[config.mk]
export PLATFORM = sky130hd
export DESIGN_NAME = framebuffer_arbiter
export DESIGN_NICKNAME = d
export VERILOG_FILES = /design/src/rtl/framebuffer_arbiter_pkg.sv /design/src/rtl/fb_clear_engine.sv /design/src/rtl/framebuffer_arbiter.sv
export SDC_FILE = /design/constraint.sdc
export NUM_CORES = 1
export LEC_CHECK = 0
export CORE_ASPECT_RATIO = 0.6
export CORE_MARGIN = 2
export CORE_UTILIZATION = 40
export DETAILED_ROUTE_END_ITERATION = 8
export PLACE_DENSITY = 0.86
export SYNTH_ARGS = -nofsm -noshare
export SYNTH_HDL_FRONTEND = slang
export SYNTH_HIERARCHICAL = 1
export SYNTH_SLANG_ARGS = --single-unit
[constraint.sdc]
create_clock -name clk -period 3.2 [get_ports clk]
set_input_delay 0.64 -clock clk [delete_from_list [all_inputs] [get_ports clk]]
set_output_delay 0.64 -clock clk [all_outputs]
set_load 0.05 [all_outputs]
[src/rtl/framebuffer_arbiter_pkg.sv]
// Shared framebuffer geometry, read-owner tags and clear-engine state encoding.
package framebuffer_arbiter_pkg;

  localparam int FB_ADDR_W    = 9;
  localparam int FB_DATA_W    = 16;
  localparam int FB_WORDS_DEF = 512;

  // Which requester the RAM read data belongs to on the cycle after access.
  typedef enum logic [1:0] {
    OWN_NONE = 2'd0,
    OWN_DISP = 2'd1,
    OWN_CPU  = 2'd2
  } owner_e;

  typedef enum logic {
    CLR_IDLE   = 1'b0,
    CLR_ACTIVE = 1'b1
  } clrState_e;

endpackage

[src/rtl/fb_clear_engine.sv]
// Hardware CLS sweep: writes zero to words 0..FB_WORDS-1, yielding to display fetches.
module fb_clear_engine
  import framebuffer_arbiter_pkg::*;
#(
  parameter int ADDR_W   = FB_ADDR_W,
  parameter int FB_WORDS = FB_WORDS_DEF
) (
  input  logic              clk,
  input  logic              rst_n,
  input  logic              start,
  input  logic              stall,
  output logic              busy,
  output logic [ADDR_W-1:0] ptr,
  output logic              wrEn
);

  localparam logic [ADDR_W-1:0] LAST = ADDR_W'(FB_WORDS - 1);

  clrState_e         state, stateNxt;
  logic [ADDR_W-1:0] ptrNxt;
  logic              done;

  always_ff @(posedge clk or negedge rst_n) begin
    if (!rst_n) begin
      state <= CLR_IDLE;
      ptr   <= '0;
    end else begin
      state <= stateNxt;
      ptr   <= ptrNxt;
    end
  end

  always_comb begin
    stateNxt = state;
    ptrNxt   = ptr;
    wrEn     = 1'b0;
    done     = 1'b0;
    case (state)
      CLR_IDLE: begin
        if (start) stateNxt = CLR_ACTIVE;
      end
      CLR_ACTIVE: begin
        // A display fetch steals the slot; the pointer simply waits.
        if (!stall) begin
          wrEn = 1'b1;
          done = (ptr == LAST);
          if (done) begin
            stateNxt = CLR_IDLE;
            ptrNxt   = '0;
          end else begin
            ptrNxt = ptr + 1'b1;
          end
        end
      end
      default: stateNxt = CLR_IDLE;
    endcase
  end

  assign busy = (state == CLR_ACTIVE);

endmodule

[src/rtl/framebuffer_arbiter.sv]
// Single-port framebuffer arbiter: display > clear > CPU.
// Optional hardware clear engine enabled by defining FB_CLEAR_ENGINE_EN.
module framebuffer_arbiter
  import framebuffer_arbiter_pkg::*;
#(
  parameter int ADDR_W   = FB_ADDR_W,
  parameter int DATA_W   = FB_DATA_W,
  parameter int FB_WORDS = FB_WORDS_DEF
) (
  input  logic              clk,
  input  logic              rst_n,
  input  logic              disp_req,
  input  logic [ADDR_W-1:0] disp_addr,
  output logic [DATA_W-1:0] disp_data,
  input  logic              cpu_req,
  input  logic              cpu_we,
  input  logic [ADDR_W-1:0] cpu_addr,
  input  logic [DATA_W-1:0] cpu_wdata,
  output logic              cpu_gnt,
  output logic              cpu_rvalid,
  output logic [DATA_W-1:0] cpu_rdata,
  input  logic              clr_start,
  output logic              clr_busy,
  output logic [ADDR_W-1:0] ram_addr,
  output logic              ram_we,
  output logic [DATA_W-1:0] ram_wdata,
  input  logic [DATA_W-1:0] ram_rdata
);

  logic              clrBusy;
  logic              clrWr;
  logic [ADDR_W-1:0] clrPtr;
  logic              cpuBlock;

`ifdef FB_CLEAR_ENGINE_EN
  fb_clear_engine #(
    .ADDR_W   (ADDR_W),
    .FB_WORDS (FB_WORDS)
  ) uClr (
    .clk   (clk),
    .rst_n (rst_n),
    .start (clr_start),
    .stall (disp_req),
    .busy  (clrBusy),
    .ptr   (clrPtr),
    .wrEn  (clrWr)
  );
  // A clear request in the same cycle already outranks the CPU.
  assign cpuBlock = clrBusy | clr_start;
`else
  localparam int unusedWords = FB_WORDS;
  logic unusedClrStart;
  assign unusedClrStart = clr_start;
  assign clrBusy  = 1'b0;
  assign clrWr    = 1'b0;
  assign clrPtr   = '0;
  assign cpuBlock = 1'b0;
`endif

  logic [ADDR_W-1:0] lastAddr;
  owner_e            owner, ownNxt;
  logic [DATA_W-1:0] dispHold, cpuHold;

  assign cpu_gnt  = cpu_req & ~disp_req & ~cpuBlock;
  assign clr_busy = clrBusy;

  always_comb begin
    ram_addr  = lastAddr;
    ram_we    = 1'b0;
    ram_wdata = '0;
    ownNxt    = OWN_NONE;
    if (disp_req) begin
      ram_addr = disp_addr;
      ownNxt   = OWN_DISP;
    end else if (clrWr) begin
      ram_addr = clrPtr;
      ram_we   = 1'b1;
    end else if (cpu_gnt) begin
      ram_addr  = cpu_addr;
      ram_we    = cpu_we;
      ram_wdata = cpu_wdata;
      if (!cpu_we) ownNxt = OWN_CPU;
    end
  end

  always_ff @(posedge clk or negedge rst_n) begin
    if (!rst_n) begin
      lastAddr <= '0;
      owner    <= OWN_NONE;
      dispHold <= '0;
      cpuHold  <= '0;
    end else begin
      lastAddr <= ram_addr;
      owner    <= ownNxt;
      if (owner == OWN_DISP) dispHold <= ram_rdata;
      if (owner == OWN_CPU)  cpuHold  <= ram_rdata;
    end
  end

  // Read data is forwarded straight from the RAM on its return cycle, then held.
  assign cpu_rvalid = (owner == OWN_CPU);
  assign cpu_rdata  = cpu_rvalid ? ram_rdata : cpuHold;
  assign disp_data  = (owner == OWN_DISP) ? ram_rdata : dispHold;

endmodule

==> impl_metrics.toml <==
[pwr]
p_sw_mw = 0.658
power_density_nw_per_um2 = 544
pwr-share-comb_pct = 42.9
p_total_mw = 1.87
p_int_mw = 1.21
p_seq_share_pct = 34.5
power.leakage_nw = 1.55
ir_drop_mv = 0.287
netSwitchingFraction_pct = 35.2
p_clk_share_pct = 22.6

[critical_path]
worst-setup-path-type = "reg -> out"
slowest_delay_ns = 0.71
worst_ep_arrival_time_ns = 2.18
path_cells = "nand2b_1, buf_12, mux2_2, clkdlybuf4s50_1"
reg2reg_from = "owner[1]"
critPathMaxFanout = 15
worst_r2r_endpoint = "dispHold[7]"
endpoint_kind = "output port"
critPathLaunch = "owner[1]"
rr_worst_depth = 3
cp.required_ns = 2.56
r2r_slack_ns = 1.71
setup.worst_path.start_class = "flip-flop"
cpMaxStageDelayCell = "clkdlybuf4s50_1"

[timing]
worst_slew_pin_slew_ns = 0.923
final.setup_skew_ns = 0.00566
setup-violations-final = 0
fin_setup_tns_ns = 0
clock.fmax_ghz = 0.355
rsz0062_at_grt = "false"
finalCritPeriodShare_pct = 88.1
max_slew_margin_pct = 38.5
final.min_clock_period_ns = 2.82
hold_viol_final = 0
slew_viol_final = 0

[logic_synthesis]
synthXorXnorAreaFrac_pct = 0
syn_avg_cell_area_um2 = 14.3
synthCells = 134
yosysWarningCount = 6
syn-num-nets = 190
synth_mux_area_share_pct = 27.2
syn_area_um2 = 1920
synth_compound_area_share_pct = 2.35
ys_seq_area_share_pct = 56.1
yosys.area.top_type = "dfrtp_1"
synthAdderAreaFrac_pct = 0
ys_seq_elements = 43
synth_top_area_share_pct = 56.1
synth_top_family_by_area = "multiplexers"
synthTopCellsByArea = "dfrtp_1 56%, mux2_4 15%, mux2_2 7.6%"
synth-simple-area-share_pct = 8.94
synth.distinct_cells = 17

[cells_and_area]
drive_above_1_share_pct = 33.9
num-nets-final = 306
diodes = 0
fin_util_pct = 75.0
layout_commonest_cell = "clkdlybuf4s50_1"
syn2layout_area_growth_pct = 79.4
final_cell_mix = "75 x clkdlybuf4s50_1, 43 x dfrtp_1, 28 x buf_12, 19 x mux2_4, 17 x and2_1"

[die]
fp.dieH_um = 57.6
initial_core_util_pct = 41.8
rows = 19
core_um2 = 4590
io_pins = 117
die-width_um = 93.4
dieArea_um2 = 5380

[drt]
drtAntennaViolNets = 0
drt-total-wl_um = 4910
firstDrtPassIters = 4
drcViolationCount = 0
avgViaCountPerCell = 4.60
vias = 1444
routedWlPerCell_um = 15.6
drtIter0Drc = 13

[global_routing]
use_met3_pct = 7.41
busiest_layer = "met2"
grt_usage_pct = 19.0
first_global_vias = 1585
grt_pass1_wl_um = 7720
grt_max_degree = 44
antenna_found_initial = 0
use_met2_pct = 32.0
grt_util_met1_pct = 23.4
gr-total-overflow = 0

[worst_hold_path]
min_path_cells = 1
hp-start = "cpuHold[6]"
hold-path-endpoint = "cpuHold[6]"
hold_path_class = "reg -> reg"

[clock_tree]
clk_pin_slew_ns = 0.08
post_cts_buffers = 0
htree_levels = 2
cts_resized = 0
cts_root_buf = "clkbuf_8"
cts_tree = "built"
numCtsBuffers = 5
clockBufferDepth = 2
hold_buffers = 0
clock_latency_ns = 0.28
cts.sink_count = 43

[placed_design]
gp_congestion = 0.735
hpwl_um = 3930
io_buffer_count = 114

[status]
outcome = "completed"

[run]
maxCapViolCount = 0
[flip-flops by register name (all words and copies together) (netlist names)]
| name | count |
|---|---|
| lastAddr | 9 |
| dispHold | 16 |
| owner | 2 |
| cpuHold | 16 |
[critical path, delay by kind of cell (launching register included)]
family / cells / cell delay (ns)
simple gates: 1 / 0.22
buf+inv: 2 / 0.91
flops: 1 / 0.39
mux: 1 / 0.36
[through the flow]
stage | hold WS (ns) | setup slack [ns] | instances | cell area, um^2
after floorplan | 0.344 | 0.466 | 134 | 1920
after global placement | 0.474 | 0.475 | 306 | 3320
after detailed placement | 0.480 | 0.449 | 306 | 3320
after CTS | 0.496 | 0.340 | 314 | 3440
after global routing | 0.507 | 0.284 | 314 | 3440
final | 0.492 | 0.381 | 314 | 3440
[synth_stat cells]
cell	number
nand2b_1	1
conb_1	1
mux2_4	19
buf_12	2
buf_2	2
nor2b_2	1
inv_1	1
buf_6	2
nand2_1	9
buf_4	3
dfrtp_1	43
mux2i_1	9
and2_1	17
and2b_4	1
nor2b_1	1
o21ai_0	9
mux2_2	13
[cell type report]
type / count / area [um^2]
repair buffers: 118 / 1420
multi-input cells: 81 / 742
inverters: 1 / 3.75
clock inverters: 2 / 35.0
fillers: 301 / 1150
well taps: 63 / 78.8
flip-flops and latches: 43 / 1080
clock buffers: 6 / 82.6
[how the worst max path moves through the flow]
stage / to / depth (start not counted)
finish: cpu_rdata[5] / 4
CTS: cpu_rdata[0] / 4
detailed placement: cpu_rdata[0] / 3
global placement: cpu_rdata[0] / 3
global route: cpu_rdata[1] / 4
floorplan: ram_addr[7] / 3
[cell families (layout without fill, tap and decap cells)]
family	count (synthesis)	after routing
muxes	41	41
other	1	1
AOI/OAI and AO/OA	9	9
DFF	43	43
buffers and inverters	10	127
and+or+nand+nor	30	30
[routing by layer]
metal	routed length [um]	vias to the layer above
met3	480	7
met1	2020	692
li1	-	673
met4	53	0
met5	0	-
met2	2350	72
[power groups by stage]
stage / Clock [mW] / Combinational [mW] / Sequential [mW]
global placement: 0 / 0.798 / 0.650
detailed placement: 0 / 0.807 / 0.656
CTS: 0.437 / 0.811 / 0.645
finish: 0.422 / 0.803 / 0.644
floorplan: 0 / 0.499 / 0.648
global route: 0.460 / 0.837 / 0.652
(Power assumes the default switching activity.)
